$ cat src/rtl/core_pkg.sv
// core_pkg: shared state encoding and default datapath width for the stream mux family
package core_pkg;

    localparam int XLEN = 32;

    typedef enum logic {
        ST_IDLE   = 1'b0,
        ST_LOCKED = 1'b1
    } state_t;

endpackage

$ cat src/rtl/rr_arbiter.sv
// rr_arbiter: combinational round-robin / fixed-priority arbiter over N requesters
// Ports: req (request vector), ptr (last winner), fixed (scan from 0 instead of ptr+1),
//        grant (winning index), any_grant (at least one request present).
module rr_arbiter #(
    parameter int N     = 8,
    parameter int SEL_W = $clog2(N)
) (
    input  logic [N-1:0]     req,
    input  logic [SEL_W-1:0] ptr,
    input  logic             fixed,
    output logic [SEL_W-1:0] grant,
    output logic             any_grant
);

    // One spare bit so start + offset never overflows before the modulo fold.
    localparam int PW = SEL_W + 1;

    logic [PW-1:0]  start;
    logic [PW-1:0]  off;
    logic [PW-1:0]  sum;
    logic [2*N-1:0] dbl;
    logic [N-1:0]   rot;

    always_comb begin
        start     = (fixed || PW'(ptr) >= PW'(N - 1)) ? '0 : PW'(ptr) + PW'(1);
        // Rotate by shifting a doubled copy: the wrapped requesters land above the originals.
        dbl       = {req, req} >> start;
        rot       = dbl[N-1:0];
        off       = '0;
        for (int i = N - 1; i >= 0; i--)
            if (rot[i]) off = PW'(i);
        sum       = start + off;
        grant     = SEL_W'(sum >= PW'(N) ? sum - PW'(N) : sum);
        any_grant = |req;
    end

endmodule

$ cat src/rtl/rr_stream_mux.sv
// rr_stream_mux: N-channel stream mux with round-robin arbitration, packet locking and registered output
// Ports: in_valid/in_ready/in_data/in_last per channel (channel i data at [i*WIDTH +: WIDTH]);
//        out_valid/out_ready/out_data/out_last registered output beat; out_sel = source channel.
module rr_stream_mux
    import core_pkg::*;
#(
    parameter int WIDTH      = XLEN,
    parameter int CHANNELS   = 8,
    parameter int SEL_W      = $clog2(CHANNELS),
    parameter int FIXED_PRIO = 0
) (
    input  logic                      clk,
    input  logic                      reset,
    input  logic [CHANNELS-1:0]       in_valid,
    output logic [CHANNELS-1:0]       in_ready,
    input  logic [CHANNELS*WIDTH-1:0] in_data,
    input  logic [CHANNELS-1:0]       in_last,
    output logic                      out_valid,
    input  logic                      out_ready,
    output logic [WIDTH-1:0]          out_data,
    output logic                      out_last,
    output logic [SEL_W-1:0]          out_sel
);

    state_t           state, state_n;
    logic [SEL_W-1:0] rr_ptr, rr_ptr_n;
    logic [SEL_W-1:0] lock_ch, lock_ch_n;
    logic [SEL_W-1:0] arb_grant, grant;
    logic             arb_any, slot_free, xfer, beat_last;
    logic [WIDTH-1:0] beat_data;

    rr_arbiter #(
        .N     (CHANNELS),
        .SEL_W (SEL_W)
    ) u_arb (
        .req       (in_valid),
        .ptr       (rr_ptr),
        .fixed     (FIXED_PRIO != 0),
        .grant     (arb_grant),
        .any_grant (arb_any)
    );

    always_comb begin
        slot_free = !out_valid || out_ready;
        // While locked only the packet owner may move; everyone else is ignored.
        grant     = state == ST_LOCKED ? lock_ch : arb_grant;
        xfer      = slot_free && (state == ST_LOCKED ? in_valid[lock_ch] : arb_any);
        in_ready  = xfer ? CHANNELS'(1) << grant : '0;
        beat_data = in_data[grant*WIDTH +: WIDTH];
        beat_last = in_last[grant];
        state_n   = state;
        rr_ptr_n  = rr_ptr;
        lock_ch_n = lock_ch;
        if (xfer && beat_last) begin
            state_n  = ST_IDLE;
            rr_ptr_n = grant;
        end else if (xfer) begin
            state_n   = ST_LOCKED;
            lock_ch_n = grant;
        end
    end

    always_ff @(posedge clk or posedge reset) begin
        if (reset) begin
            state   <= ST_IDLE;
            rr_ptr  <= SEL_W'(CHANNELS - 1);
            lock_ch <= '0;
        end else begin
            state   <= state_n;
            rr_ptr  <= rr_ptr_n;
            lock_ch <= lock_ch_n;
        end
    end

    always_ff @(posedge clk or posedge reset) begin
        if (reset) begin
            out_valid <= 1'b0;
            out_data  <= '0;
            out_last  <= 1'b0;
            out_sel   <= '0;
        end else if (xfer) begin
            out_valid <= 1'b1;
            out_data  <= beat_data;
            out_last  <= beat_last;
            out_sel   <= grant;
        end else if (out_ready) begin
            out_valid <= 1'b0;
        end
    end

endmodule

$ cat config.mk
export PLATFORM = sky130hd
export DESIGN_NAME = rr_stream_mux
export DESIGN_NICKNAME = d
export VERILOG_FILES = /design/src/rtl/core_pkg.sv /design/src/rtl/rr_arbiter.sv /design/src/rtl/rr_stream_mux.sv
export SDC_FILE = /design/constraint.sdc
export NUM_CORES = 1
export LEC_CHECK = 0
export ABC_AREA = 1
export CAP_MARGIN = 0
export CORE_AREA = 2 2 126 128
export DETAILED_ROUTE_END_ITERATION = 6
export DIE_AREA = 0 0 128 130
export PLACE_DENSITY = 0.76
export RECOVER_POWER = 50
export SLEW_MARGIN = 20
export SYNTH_ARGS = -nofsm -noshare
export SYNTH_HDL_FRONTEND = slang
export SYNTH_SLANG_ARGS = --single-unit
$ cat constraint.sdc
create_clock -name clk -period 12.62 [get_ports clk]
set_input_delay 1.893 -clock clk [delete_from_list [all_inputs] [get_ports clk]]
set_output_delay 1.893 -clock clk [all_outputs]
set_load 0.01 [all_outputs]
==> results.md <==
* Antenna Nets Post-Route at 0
* Vias at about 5800
* Startpoint Class: primary input
* Upper clock frequency limit at 124 MHz
* CP required at about 11000 ps
* H-tree depth at 2
* Die footprint at 16600 um2
* Setup repair bufs after CTS at 0
* HP Class: flop to flop
* RePlAce Congestion at 0.914
* Pwr Density at 345 nW/um2
* Final Setup Violations at 0
* Worst Path Arrival at about 6200 ps
* CTS clk-pin slew, worst paths at approximately 60 ps
* Max Root-Sink Buffers at 2
* Peak VDD IR at approximately 0.55 mV
* Final clock period utilization by the worst path at 0.640
* Largest net degree at the start of global routing at slightly below 70
* Number of core rows at 46
* Num CTS Buffers at 5
* Synth Flop Type: dfrtp_1
* Residual DRC at 0
* Crit path time final at 8070 ps
* IO Count at 320
* Setup_tns at 0 ps
* Yosys reg bits at 44
* Total global-route track usage at 0.226
* Number of hold buffers added after cts at 0
* Actual slew at the worst max-slew pin at about 2100 ps
* Failing checks: capacitance limit, slew limit
* Ys Warns at 0
* Yosys top cell area share at 0.284
* Clock Sinks at 44
* Outcome: finished with violations
* Worst rel slew slack at -0.392
* Most instantiated cells after synthesis: 320 x nand2_1, 120 x nand3_1, 64 x a22oi_1, 41 x dfrtp_1, 29 x inv_1
* Distinct cell type count of the synthesized netlist at 32
* Final core utilization at 0.494
* Post-synth EDFFs at 0
* Critical Path Fanout Max at 67
* Global-route wire length before repair at about 30 mm
* Detailed Place HPWL at approximately 15 mm
* Synth Net Count at ~970
* Core ar. at roughly 15000 um2
* Number of global-route vias before repair at between 5000 and 6000
* Worst Skew at between 10 and 15 ps
* Final instance area at 7620 um2
* GRT overflow at 0
* TritonCTS clock tree: done
* Synth Cell Area at 4220 um2
* Setup repair after global routing missed its margin: no
* Share of layout cells above drive strength 1 at 0.0468
* Hold Vio Cnt, Final at 0
* Post-CTS sizing at 0
* Die Wd at approximately 130 um
* Total power at 2.63 mW
* Largest cells by area after synthesis: nand2_1 28%, dfrtp_1 24%, nand3_1 14%, a22oi_1 11%, inv_1 2.6%
* Routed WL at around 20 mm
* Final net count at about 1300
* Most common cell in the netlist: nand2_1
* Leak at between 3 and 4 nW
* Crit path kind: primary input to output port
* Post-synth top area cell: nand2_1
* Area grow syn2layout at 80.4%
* Avg WL per Cell at 16.8 um
* Vias/cell at slightly below 5
* Syn Area/Cell at 6.08 um2
* Die Ht at between 100 and 150 um
* Max Cap Viol at 1
* Antenna violations before repair at 3
* Worst skew pair latency at ~290 ps
* Slew Viols, Final at 45
* IO Port Bufs at approximately 320
* Placed instance area at between 7000 and 8000 um2
* First drt pass iteration count at 7
* Cells after Synth at slightly below 700
* Root Buffer: clkbuf_16
* Post-synth ARST share at 1.00
* Seq/Total Area, Yosys at 0.262
* Critical Path End Type: output port
* Drt initial violations at around 410
* Initial Util at 0.274
[worst paths after layout]
| kind | slack (ps) | end | cells after the start | from |
|---|---|---|---|---|
| worst min-delay path | 490 | rr_ptr[2] | 2 | rr_ptr[2] |
| min in group asynchronous | 2590 | out_data[14] | 2 | reset |
| worst max-delay path | 4550 | in_ready[3] | 20 | in_valid[0] |
| worst max register to register | 7280 | lock_ch[2] | 28 | rr_ptr[0] |
| worst min register to register | 490 | rr_ptr[2] | 2 | rr_ptr[2] |
| max in group asynchronous | 9070 | out_sel[2] | 2 | reset |
[metrics by stage]
step	cells	setup WS (ps)	hold slack [ps]
after global placement	1167	4610	465
after detailed placement	1167	4610	480
final	1175	4550	486
after floorplan	695	5980	460
after CTS	1174	4590	490
after global routing	1174	4130	511
[sequential cells by signal, summed over array words and instances, names as in the netlist]
signal / flops
lock_ch: 3
out_data: 32
out_sel: 3
out_last: 1
state: 1
rr_ptr: 3
out_valid: 1
[metal layers]
metal  track usage  share of wire  routed length, um
met1         0.269           0.40               7790
met5             0         0.0020                 40
met4        0.0827          0.035                697
met3        0.0627          0.073               1440
met2         0.392           0.49               9720
[cell usage in the layout, fill, tap and decap left out, drive strengths merged]
cell	count
clkinv	2
clkinvlp	2
nand4	1
nor2	19
nand3	128
o41ai	1
a31oi	2
a22oi	64
inv	29
o211ai	2
clkdlybuf4s50	296
dfstp	3
ha	3
nand2	333
diode	1
xnor2	1
clkbuf	5
a221oi	2
a21oi	3
dfrtp	41
dlygate4sd3	23
buf	4
a21boi	1
fa	1
o21ai	16
[worst max-delay path: stages]
cell	delay, ps
clkdlybuf4s50_1	510
inv_1	70
o21ai_0	180
nand2_1	90
nand2_1	80
nand2_1	70
a31oi_1	160
o21ai_0	90
nand2_1	60
a21boi_0	80
ha_1	230
fa_1	530
inv_1	40
o21ai_0	310
inv_1	220
nor2_4	110
buf_4	590
inv_1	140
nor2_1	140
clkdlybuf4s50_1	560
[where the power goes]
| part | total (mW) | switching [mW] | internal, mW |
|---|---|---|---|
| logic | 2.23 | 1.43 | 0.800 |
| clock network | 0.130 | 0.0581 | 0.0721 |
| registers | 0.273 | 0.0446 | 0.228 |
| total | 2.63 | 1.53 | 1.10 |
[cells by family (layout without fill, tap and decap cells)]
kind of cell | count (synthesis) | after routing | share of synthesized area
XOR/XNOR | 1 | 1 | 0.00207
buffers and inverters | 74 | 361 | 0.0827
other | 0 | 1 | 0
flip-flops | 44 | 44 | 0.262
AND/OR/NAND/NOR | 481 | 481 | 0.489
adder cells (fa/ha/maj) | 4 | 4 | 0.0136
AO/OA/AOI/OAI | 91 | 91 | 0.151
[layout make-up]
| type | count | area (um2) |
|---|---|---|
| Inverter | 31 | 123 |
| Fill cell | 1524 | 7810 |
| Timing Repair Buffer | 323 | 3220 |
| Clock buffer | 5 | 125 |
| Sequential cell | 44 | 1100 |
| Antenna cell | 1 | 2.50 |
| Multi-Input combinational cell | 577 | 2790 |
| Tap cell | 192 | 240 |
| Clock inverter | 2 | 12.5 |
Power figures use the tool's default switching activity.
